[config.mk]
export PLATFORM = sky130hd
export DESIGN_NAME = wb_sdr_arbiter
export DESIGN_NICKNAME = d
export VERILOG_FILES = /design/src/rtl/wb_sdr_arbiter.sv
export SDC_FILE = /design/constraint.sdc
export NUM_CORES = 1
export LEC_CHECK = 0
export ABC_AREA = 1
export ABC_CLOCK_PERIOD_IN_PS = 2100
export BUFFER_PORTS_ARGS = -buffer_cell sky130_fd_sc_hd__clkbuf_2
export CAP_MARGIN = 10
export CORE_AREA = 5 5 112 114
export CTS_BUF_LIST = sky130_fd_sc_hd__clkbuf_16
export DETAILED_ROUTE_END_ITERATION = 16
export DIE_AREA = 0 0 117 119
export GPL_ROUTABILITY_DRIVEN = 0
export PLACE_DENSITY = 0.57
export SLEW_MARGIN = 0
export SYNTH_ARGS = -nofsm -noshare
export SYNTH_HDL_FRONTEND = slang
export SYNTH_SLANG_ARGS = --single-unit
[constraint.sdc]
create_clock -name sys_clk -period 2.1 [get_ports sys_clk]
set_clock_uncertainty 0.1 [all_clocks]
set_input_delay 0.105 -clock sys_clk [delete_from_list [all_inputs] [get_ports sys_clk]]
set_output_delay 0.105 -clock sys_clk [all_outputs]
set_load 0.01 [all_outputs]
[src/rtl/wb_sdr_arbiter.sv]
// Two-master Wishbone arbiter in front of an SDRAM controller port.
// Round-robin grant with a dead IDLE cycle between owners and an ack-timeout that
// aborts a stalled transfer and reports it to the owning master.
module wb_sdr_arbiter #(
    parameter int unsigned dw         = 32,
    parameter int unsigned app_addr_w = 26,
    parameter int unsigned TIMEOUT    = 255
) (
    input  logic                  sys_clk,
    input  logic                  sys_rst,

    input  logic                  m0_cyc_i,
    input  logic                  m0_stb_i,
    input  logic                  m0_we_i,
    input  logic [dw/8-1:0]       m0_sel_i,
    input  logic [app_addr_w-1:0] m0_adr_i,
    input  logic [dw-1:0]         m0_dat_i,
    output logic [dw-1:0]         m0_dat_o,
    output logic                  m0_ack_o,
    output logic                  m0_err_o,

    input  logic                  m1_cyc_i,
    input  logic                  m1_stb_i,
    input  logic                  m1_we_i,
    input  logic [dw/8-1:0]       m1_sel_i,
    input  logic [app_addr_w-1:0] m1_adr_i,
    input  logic [dw-1:0]         m1_dat_i,
    output logic [dw-1:0]         m1_dat_o,
    output logic                  m1_ack_o,
    output logic                  m1_err_o,

    output logic                  s_cyc_o,
    output logic                  s_stb_o,
    output logic                  s_we_o,
    output logic [dw/8-1:0]       s_sel_o,
    output logic [app_addr_w-1:0] s_adr_o,
    output logic [dw-1:0]         s_dat_o,
    input  logic [dw-1:0]         s_dat_i,
    input  logic                  s_ack_i
);

    typedef enum logic [1:0] {StIdle, StGnt0, StGnt1} state_e;

    localparam logic [7:0] TimeoutCnt = 8'(TIMEOUT);

    state_e     state_q, state_d;
    logic       last_q, last_d;
    logic [7:0] cnt_q, cnt_d;
    logic       expired;

    assign m0_dat_o = s_dat_i;
    assign m1_dat_o = s_dat_i;

    // An ack arriving on the expiry cycle still completes the transfer.
    assign expired = (cnt_q == TimeoutCnt) && !s_ack_i;

    always_comb begin
        state_d  = state_q;
        last_d   = last_q;
        cnt_d    = cnt_q;
        s_cyc_o  = 1'b0;
        s_stb_o  = 1'b0;
        s_we_o   = 1'b0;
        s_sel_o  = '0;
        s_adr_o  = '0;
        s_dat_o  = '0;
        m0_ack_o = 1'b0;
        m1_ack_o = 1'b0;
        m0_err_o = 1'b0;
        m1_err_o = 1'b0;

        unique case (state_q)
            StIdle: begin
                if (m0_cyc_i && m1_cyc_i) begin
                    state_d = last_q ? StGnt0 : StGnt1;
                end else if (m0_cyc_i) begin
                    state_d = StGnt0;
                end else if (m1_cyc_i) begin
                    state_d = StGnt1;
                end
            end
            StGnt0: begin
                s_cyc_o  = m0_cyc_i;
                s_stb_o  = m0_stb_i;
                s_we_o   = m0_we_i;
                s_sel_o  = m0_sel_i;
                s_adr_o  = m0_adr_i;
                s_dat_o  = m0_dat_i;
                m0_ack_o = s_ack_i;
                if (expired) begin
                    m0_err_o = 1'b1;
                    s_cyc_o  = 1'b0;
                    s_stb_o  = 1'b0;
                    state_d  = StIdle;
                    last_d   = 1'b0;
                end else if (!m0_cyc_i) begin
                    state_d = StIdle;
                    last_d  = 1'b0;
                end
            end
            StGnt1: begin
                s_cyc_o  = m1_cyc_i;
                s_stb_o  = m1_stb_i;
                s_we_o   = m1_we_i;
                s_sel_o  = m1_sel_i;
                s_adr_o  = m1_adr_i;
                s_dat_o  = m1_dat_i;
                m1_ack_o = s_ack_i;
                if (expired) begin
                    m1_err_o = 1'b1;
                    s_cyc_o  = 1'b0;
                    s_stb_o  = 1'b0;
                    state_d  = StIdle;
                    last_d   = 1'b1;
                end else if (!m1_cyc_i) begin
                    state_d = StIdle;
                    last_d  = 1'b1;
                end
            end
            default: state_d = StIdle;
        endcase

        if ((state_d != state_q) || s_ack_i) begin
            cnt_d = '0;
        end else if ((state_q != StIdle) && s_stb_o && (cnt_q != TimeoutCnt)) begin
            cnt_d = cnt_q + 8'd1;
        end
    end

    always_ff @(posedge sys_clk or posedge sys_rst) begin
        if (sys_rst) begin
            state_q <= StIdle;
            last_q  <= 1'b1;
            cnt_q   <= '0;
        end else begin
            state_q <= state_d;
            last_q  <= last_d;
            cnt_q   <= cnt_d;
        end
    end

endmodule

# Word-level counts from Yosys, hierarchy flattened

Index checks and enable logic that the tools add are counted.

$add $sub $neg: 1
Equality and inequality tests: 7
Multiplexer cells: 31
Reduce and logical (&&, ||, !) cells: 11

Operator list:

| cell                | number |
|---|---|
| $pmux 32 s2         | 1 |
| $pmux 26 s2         | 1 |
| $mux 2              | 8 |
| $mux 8              | 2 |
| $mux 1              | 13 |
| $add 8x1->8 const B | 1 |
| $eq 8x8->1 const B  | 1 |
| $ne 8x8->1 const B  | 1 |
| $pmux 1 s2          | 4 |
| $pmux 4 s2          | 1 |
| $ne 3x3->1 const B  | 2 |
| $pmux 2 s3          | 1 |
| $reduce_bool 2->1   | 3 |
| $logic_and 1x1->1   | 4 |
| $reduce_and 3->1    | 1 |
| $eq 2x1->1 const B  | 1 |
| $eq 2x2->1 const B  | 1 |
| $logic_not 2->1     | 1 |
| $ne 2x2->1          | 1 |
| $logic_not 1->1     | 1 |
| $logic_or 1x1->1    | 1 |

Register bits: 11
Bits of input ports: 165
Output and inout port bits: 133
Word-level logic and storage cells: 53

# Longest topological paths before layout

Gate-level depths: netlist of run 1.

Word-level depth: 8
Gate-level depth with buffers: 10

# Worst setup path after synthesis of run 1

Ideal clock, no wire load.

Path kind: reg2reg
Start: register state_q[0]
End: register cnt_q[4]
Arrival time: 1.573 ns
Data required time: 1.920 ns
Slack: 0.347 ns
Stages on the path, launching flop included: 10
Buffers on the path: 0
Path through: dfrtp_1 -> inv_1 -> ha_1 -> inv_2 -> o21ai_2 -> nand2_2 -> nor2_4 -> nand3_1 -> xor2_1 -> nor3_2

Word-level cells in the longest chain between the ends: 7

Ends and longest elaborated chain:

| what                                        | line | source |
|---|---|---|
| start: declaration                          | 46   | `state_e state_q, state_d;` |
| start signal: assignment                    | 132  | `state_q <= StIdle;` |
| start signal: assignment                    | 136  | `state_q <= state_d;` |
| $mux 2                                      | 78   | `end else if (m1_cyc_i) begin` |
| $mux 2                                      | 76   | `end else if (m0_cyc_i) begin` |
| $mux 2                                      | 74   | `if (m0_cyc_i && m1_cyc_i) begin` |
| $pmux 2 s3                                  | 72   | `unique case (state_q)` |
| $ne 2x2->1                                  | 123  | `if ((state_d != state_q) \|\| s_ack_i) begin` |
| $logic_or 1x1->1                            | 123  |  |
| $mux 8 or $reduce_bool 2->1 (tied branches) | n/a  |  |
| end signal: assignment                      | 138  | `cnt_q <= cnt_d;` |
| end: declaration                            | 48   | `logic [7:0] cnt_q, cnt_d;` |

Parallel ways exist; a longest one is shown, timed or not.
A chain may end at the register's enable or synchronous reset.

# Worst setup path in the final report of run 1

Start: register state_q[1]
End: output port s_dat_o[11]

Word-level cells in the longest chain between the ends: 2

Ends and longest elaborated chain:

| what                                     | line | source |
|---|---|---|
| $eq 2x2->1 or $eq 2x1->1 (tied branches) | 72   |  |
| $pmux 32 s2 *                            | 72   |  |
| end: declaration                         | 37   | `output logic [dw-1:0] s_dat_o,` |

Every way passes the cells marked *; elsewhere a longest branch is shown, timed or not.

==> results_dict.tcl, run 1 <==
set metrics [dict create \
    die_area_um2 13920 \
    n_antenna_cell 0 \
    leakage_nw 1.567 \
    vdd_drop_max_uv 802.2 \
    core_area_um2 11320 \
    relSlewSlack_pct 68.73 \
    grt_pass1_vias 2609 \
    crit_slowest_cell "dfrtp_2" \
    drt-pass1-iter-count 4 \
    start_kind "register" \
    maxCapViolations 0 \
    grtUsageTotal_pct 12.75 \
    synth_top_area_cell "nand2_1" \
    antenna_found_initial 0 \
    drt_iter0_markers 178 \
    hp-start "s_dat_i[13]" \
    crit_arrival_ns 1.79 \
    pin_count 298 \
    setup_viol 0 \
    port_buffers 201 \
    synth.distinct_cells 29 \
    cts_setup_buffers 0 \
    slew_viol_final 0 \
    wl_per_cell_um 14.97 \
    clock_path_buffers 2 \
    clk_latency_ns 0.24 \
    ys_top_cells_by_area "nand2_1, buf_4, a21oi_1" \
    grt_pass1_wl_mm 14.16 \
    max_freq_mhz 500.1 \
    setup-tns-final_ns 0 \
    nFillCells 1308 \
    rsz0062_at_grt "true" \
    cts-root-buf "clkbuf_16" \
    syn_nets 556 \
    nets 684 \
    path_clk_slew_ns 0.04 \
    ys_ff_latch 11 \
    yosysWarnings 0 \
    vias 2735 \
    cts_tree "yes" \
    layout_common_cells "clkbuf_2, nand2_1, a21oi_1" \
    worst_slack_ns 0.1005 \
    tightestPinTransition_ns 0.4685 \
    wirelength_mm 9.819 \
    syn-cell-area_um2 2227 \
    cts_inserted_buffers 3 \
    endpoint_kind "primary output" \
    clock-sinks 11 \
    syn2layout_area_growth_pct 35.84 \
    path_cells "inv_1 -> ha_2 -> buf_8 -> nand2_1 -> a21oi_1 -> clkbuf_2" \
    ant_nets 0 \
    timing.rr.start "state_q[0]" \
    crit_type "register to primary output" \
    die_x_um 117 \
    period_minus_slack_ns 1.999 \
    vias_per_cell 4.169 \
    start_util_pct 19.67 \
    synthCells 386 \
    startpoint "state_q[1]" \
    avgSynthCellArea_um2 5.770 \
    grt_max_degree 65 \
    fin_hold_ws_ns 0.1100 \
    overflow 0 \
    hold_class "input port to primary output" \
    final_area_um2 3025 \
    cp.required_ns 1.89 \
    ys_seq_area_share_pct 12.42 \
    cp_max_fo 38 \
    htreeDepth 1 \
    fin_crit_sh_pct 95.21 \
    drive_above_1_share_pct 46.00 \
    hpwl_mm 8.221 \
    critPathMaxStageDelay_ns 0.44 \
    die_h_um 119 \
    fp-row-count 39 \
    p_per_area_nw_per_um2 979.6 \
    yosysTopAreaCellShare_pct 26.29 \
    critical_path_buf_inv_count 3 \
    status "completed" \
    placed_area_um2 2905 \
    finalPower_mw 2.964 \
    cp_top_family "buffers and inverters" \
    hold_violations 0 \
    layout_commonest_cell "clkbuf_2" \
    drc 0 \
    dp_slack_ns 0.1745 \
]
## state kept, by name, summed over array words and instances (netlist names)
register / cells
cnt_q: 8
state_q: 2
last_q: 1
## logic make-up after synthesis
family	share of synthesized area (%)
compound gates	16.40
xor+xnor	2.753
fa+ha+maj	2.809
buf+inv	29.44
flops	12.42
simple gates	36.18
## layout make-up
cell class | instances | area [um2] | share of cell area (%)
Clock buffer | 3 | 75.07 | 2.481
Sequential cell | 11 | 277.8 | 9.181
Multi-Input combinational cell | 266 | 1304 | 43.09
Inverter | 25 | 93.84 | 3.102
Timing Repair Buffer | 207 | 1092 | 36.10
Tap cell | 143 | 178.9 | 5.914
Clock inverter | 1 | 3.754 | 0.1241
## routing by layer
metal / part of all wire, % / track usage, % / wire length (um) / up-vias
li1: - / - / - / 1399
met1: 40 / 15.62 / 3900 / 1176
met2: 48 / 22.55 / 4747 / 146
met3: 11 / 3.043 / 1035 / 14
met4: 1.4 / 2.509 / 135 / 0
met5: 0 / 0 / 0 / -
## report_power, final
part | total, mW | internal [mW] | leakage [nW] | switching [mW]
Clock | 0.348 | 0.250 | 0.0423 | 0.0979
Sequential | 0.277 | 0.246 | 0.147 | 0.0313
Combinational | 2.34 | 0.778 | 1.38 | 1.56
## through the flow
stage / cells / util, %
after floorplan: 386 / -
after global placement: 651 / 25.66
after detailed placement: 651 / 25.66
after CTS: 656 / 26.51
after global routing: 656 / 26.72
final: 656 / 26.72
## worst register-to-register path: cells and delay by family (launching register included)
family	cells	cell delay, ns
XOR/XNOR	1	0.13
adder cells (fa/ha/maj)	1	0.27
AND/OR/NAND/NOR	4	0.54
AO/OA/AOI/OAI	1	0.14
buffers and inverters	3	0.27
flip-flops	1	0.42
## cell usage after synthesis
cell,number
nand2_1,156
inv_2,4
dfrtp_1,10
inv_1,20
nand2_4,1
buf_2,5
o211ai_2,1
nor3_2,8
nor2_1,4
nor2_2,1
nand3_4,1
xnor2_1,1
nor2_4,2
buf_1,5
dfstp_2,1
buf_4,64
a22o_1,1
o21ai_0,2
ha_1,5
nand2_2,1
clkinv_1,1
nor4_1,1
nand3_1,7
clkbuf_1,10
o21ai_2,1
a21oi_1,64
xor2_1,6
o21ai_1,1
nand3_2,2
## timing repair
action | 4_1_cts | 5_1_grt
pin swaps | 0 | 1
setup endpoints to repair | 3 | 48
hold buffers | 1 | 0
endpoints found under the hold margin | 10 | 0
gates cloned | 0 | 0
resized for setup | 2 | 7
## worst paths after layout
path	to	slack [ns]	cells past startpoint
max	s_dat_o[11]	0.10	6
min	m0_dat_o[13]	0.11	0
max reg2reg	cnt_q[3]	0.15	10
min reg2reg	last_q	0.46	1
max in group asynchronous	state_q[1]	1.26	3
min in group asynchronous	state_q[0]	0.30	3
(Power assumes the default switching activity.)
==> run 2, diff against run 1 <==
==> constraint.sdc (replaced) <==
create_clock -name sys_clk -period 2.1 [get_ports sys_clk]
set_clock_uncertainty 0.1 [all_clocks]
set_input_delay 0.315 -clock sys_clk [delete_from_list [all_inputs] [get_ports sys_clk]]
set_output_delay 0.315 -clock sys_clk [all_outputs]
set_load 0.01 [all_outputs]
==> results_dict.tcl, run 2 (synthesized netlist as in run 1, its figures left out) <==
set metrics [dict create \
    stdcell_count 671 \
    p_switching_mw 1.857 \
    power_frac_comb_pct 82.7 \
    n_antenna_cell 0 \
    clk_latency_ns 0.24 \
    die_area_um2 13920 \
    grt_pass1_vias 2631 \
    vias_per_cell 4.243 \
    vias 2847 \
    clock_path_buffers 2 \
    swShare_pct 53.26 \
    sequentialPowerShare_pct 7.6 \
    core_area_um2 11320 \
    vdd_drop_max_uv 578.2 \
    worst_slack_ns 0.02983 \
    path_clk_slew_ns 0.04 \
    drc 0 \
    hpwl_mm 8.613 \
    largest_register "cnt_q" \
    die_x_um 117 \
    grtUsageTotal_pct 13.43 \
    multi_input_area_um2 1341 \
    cp_top_family "buffers and inverters" \
    antenna_found_initial 0 \
    grt_max_degree 40 \
    setup_viol 0 \
    nFillCells 1309 \
    cts_inserted_buffers 3 \
    start_util_pct 19.67 \
    leakage_nw 1.684 \
    p_per_area_nw_per_um2 1069 \
    wirelength_mm 10.85 \
    status "completed" \
    drt-pass1-iter-count 4 \
    ant_nets 0 \
    overflow 0 \
    start_kind "register" \
    cts-root-buf "clkbuf_16" \
    fin_crit_sh_pct 98.58 \
    pin_count 298 \
    critical_path_buf_inv_count 5 \
    period_minus_slack_ns 2.070 \
    largest_reg_flops 8 \
    layout_common_cells "clkbuf_2, nand2_1, a21oi_1" \
    clock-sinks 11 \
    max_freq_mhz 483.1 \
    syn2layout_area_growth_pct 46.46 \
    final_area_um2 3262 \
    slew_viol_final 0 \
    regArea_um2 276.5 \
    wl_per_cell_um 16.18 \
    path_cells "inv_2 -> ha_1 -> inv_4 -> buf_12 -> a21oi_2 -> buf_4 -> clkbuf_2" \
    critPathMaxStageDelay_ns 0.35 \
    intPower_mw 1.629 \
    placed_area_um2 2968 \
    rrSetupSlack_ns 0.25 \
    maxCapViolations 0 \
    top_regs "cnt_q: 8 flops, state_q: 2 flops, last_q: 1 flops" \
    crit_arrival_ns 1.66 \
    fin_util_pct 28.81 \
    nets 699 \
    endpoint_kind "primary output" \
    dp_slack_ns 0.08151 \
    hold_class "input port to register" \
    cp.required_ns 1.68 \
    dp_cells 656 \
    htreeDepth 1 \
    crit_slowest_cell "dfrtp_1" \
    fp-row-count 39 \
    cp_max_fo 20 \
    drt_iter0_markers 223 \
    clock_power_share_pct 9.8 \
    hold_violations 0 \
    layout_commonest_cell "clkbuf_2" \
    cts_tree "yes" \
    die_h_um 119 \
    tightestPinTransition_ns 0.4245 \
    relSlewSlack_pct 71.67 \
    crit_type "register to primary output" \
    rsz0062_at_grt "true" \
    drive_above_1_share_pct 48.67 \
    grt_pass1_wl_mm 14.84 \
    port_buffers 201 \
]
[run 2: cell types whose count changed in the layout (fill, tap and decap cells not counted), moves of 2 or more]
cell       change
buf_4         +10
a21oi_1        -3
a21oi_2        +3
buf_2          +3
clkbuf_2       -3
buf_12         +2
clkbuf_16      +2
ha_2           -2
ha_4           +2
inv_1          -2
[run 2: metal layers]
| layer | part of all wire (%) | track usage, % | vias up |
|---|---|---|---|
| met1 | 39 | 17.11 | 1248 |
| li1 | - | - | 1432 |
| met4 | 0.61 | 1.792 | 0 |
| met2 | 48 | 23.22 | 158 |
| met3 | 12 | 3.448 | 9 |
| met5 | 0 | 0 | - |
[run 2: final cells by class]
| type | instances | share of cell area, % |
|---|---|---|
| Multi-Input combinational cell | 266 | 41.12 |
| Timing Repair Buffer | 222 | 39.55 |
| Sequential cell | 11 | 8.477 |
| Tap cell | 143 | 5.485 |
| Inverter | 25 | 2.954 |
| Clock buffer | 3 | 2.301 |
| Clock inverter | 1 | 0.1151 |
[run 2: worst min-delay path: cells and delay by family]
kind	cells	cell delay [ns]
and+or+nand+nor	2	0.22
buffers and inverters	2	0.21
[run 2: worst paths after layout]
path | startpoint | endpoint | depth (start not counted)
max | state_q[1] | s_dat_o[27] | 7
min | s_ack_i | cnt_q[3] | 4
max reg2reg | cnt_q[0] | cnt_q[6] | 10
min reg2reg | last_q | last_q | 1
max in group asynchronous | sys_rst | last_q | 3
min in group asynchronous | sys_rst | state_q[1] | 3
[run 2: what timing repair did]
action / in CTS / in global routing
buffers inserted: 2 / 5
cloned: 1 / 2
endpoints found under the hold margin: 10 / 0
setup endpoints to repair: 45 / 47
hold buffers: 1 / 0
pin swaps: 1 / 1
resized for setup: 11 / 10
[run 2: metrics by stage]
stage          power [mW]  hold slack (ns)  setup TNS (ns)
6_report            3.487           0.4446               0
2_1_floorplan       1.824          0.06672               0
3_3_place_gp        2.727           0.2217               0
5_1_grt             3.755           0.4687         -0.2382
3_5_place_dp        2.717           0.2112               0
4_1_cts             3.230           0.4379               0
[run 2: power by group through the flow]
stage / registers [mW] / clock network [mW] / logic (mW)
2_1_floorplan: 0.269 / 0 / 1.56
3_3_place_gp: 0.269 / 0 / 2.46
3_5_place_dp: 0.271 / 0 / 2.45
4_1_cts: 0.263 / 0.348 / 2.62
5_1_grt: 0.265 / 0.362 / 3.13
6_report: 0.263 / 0.341 / 2.88
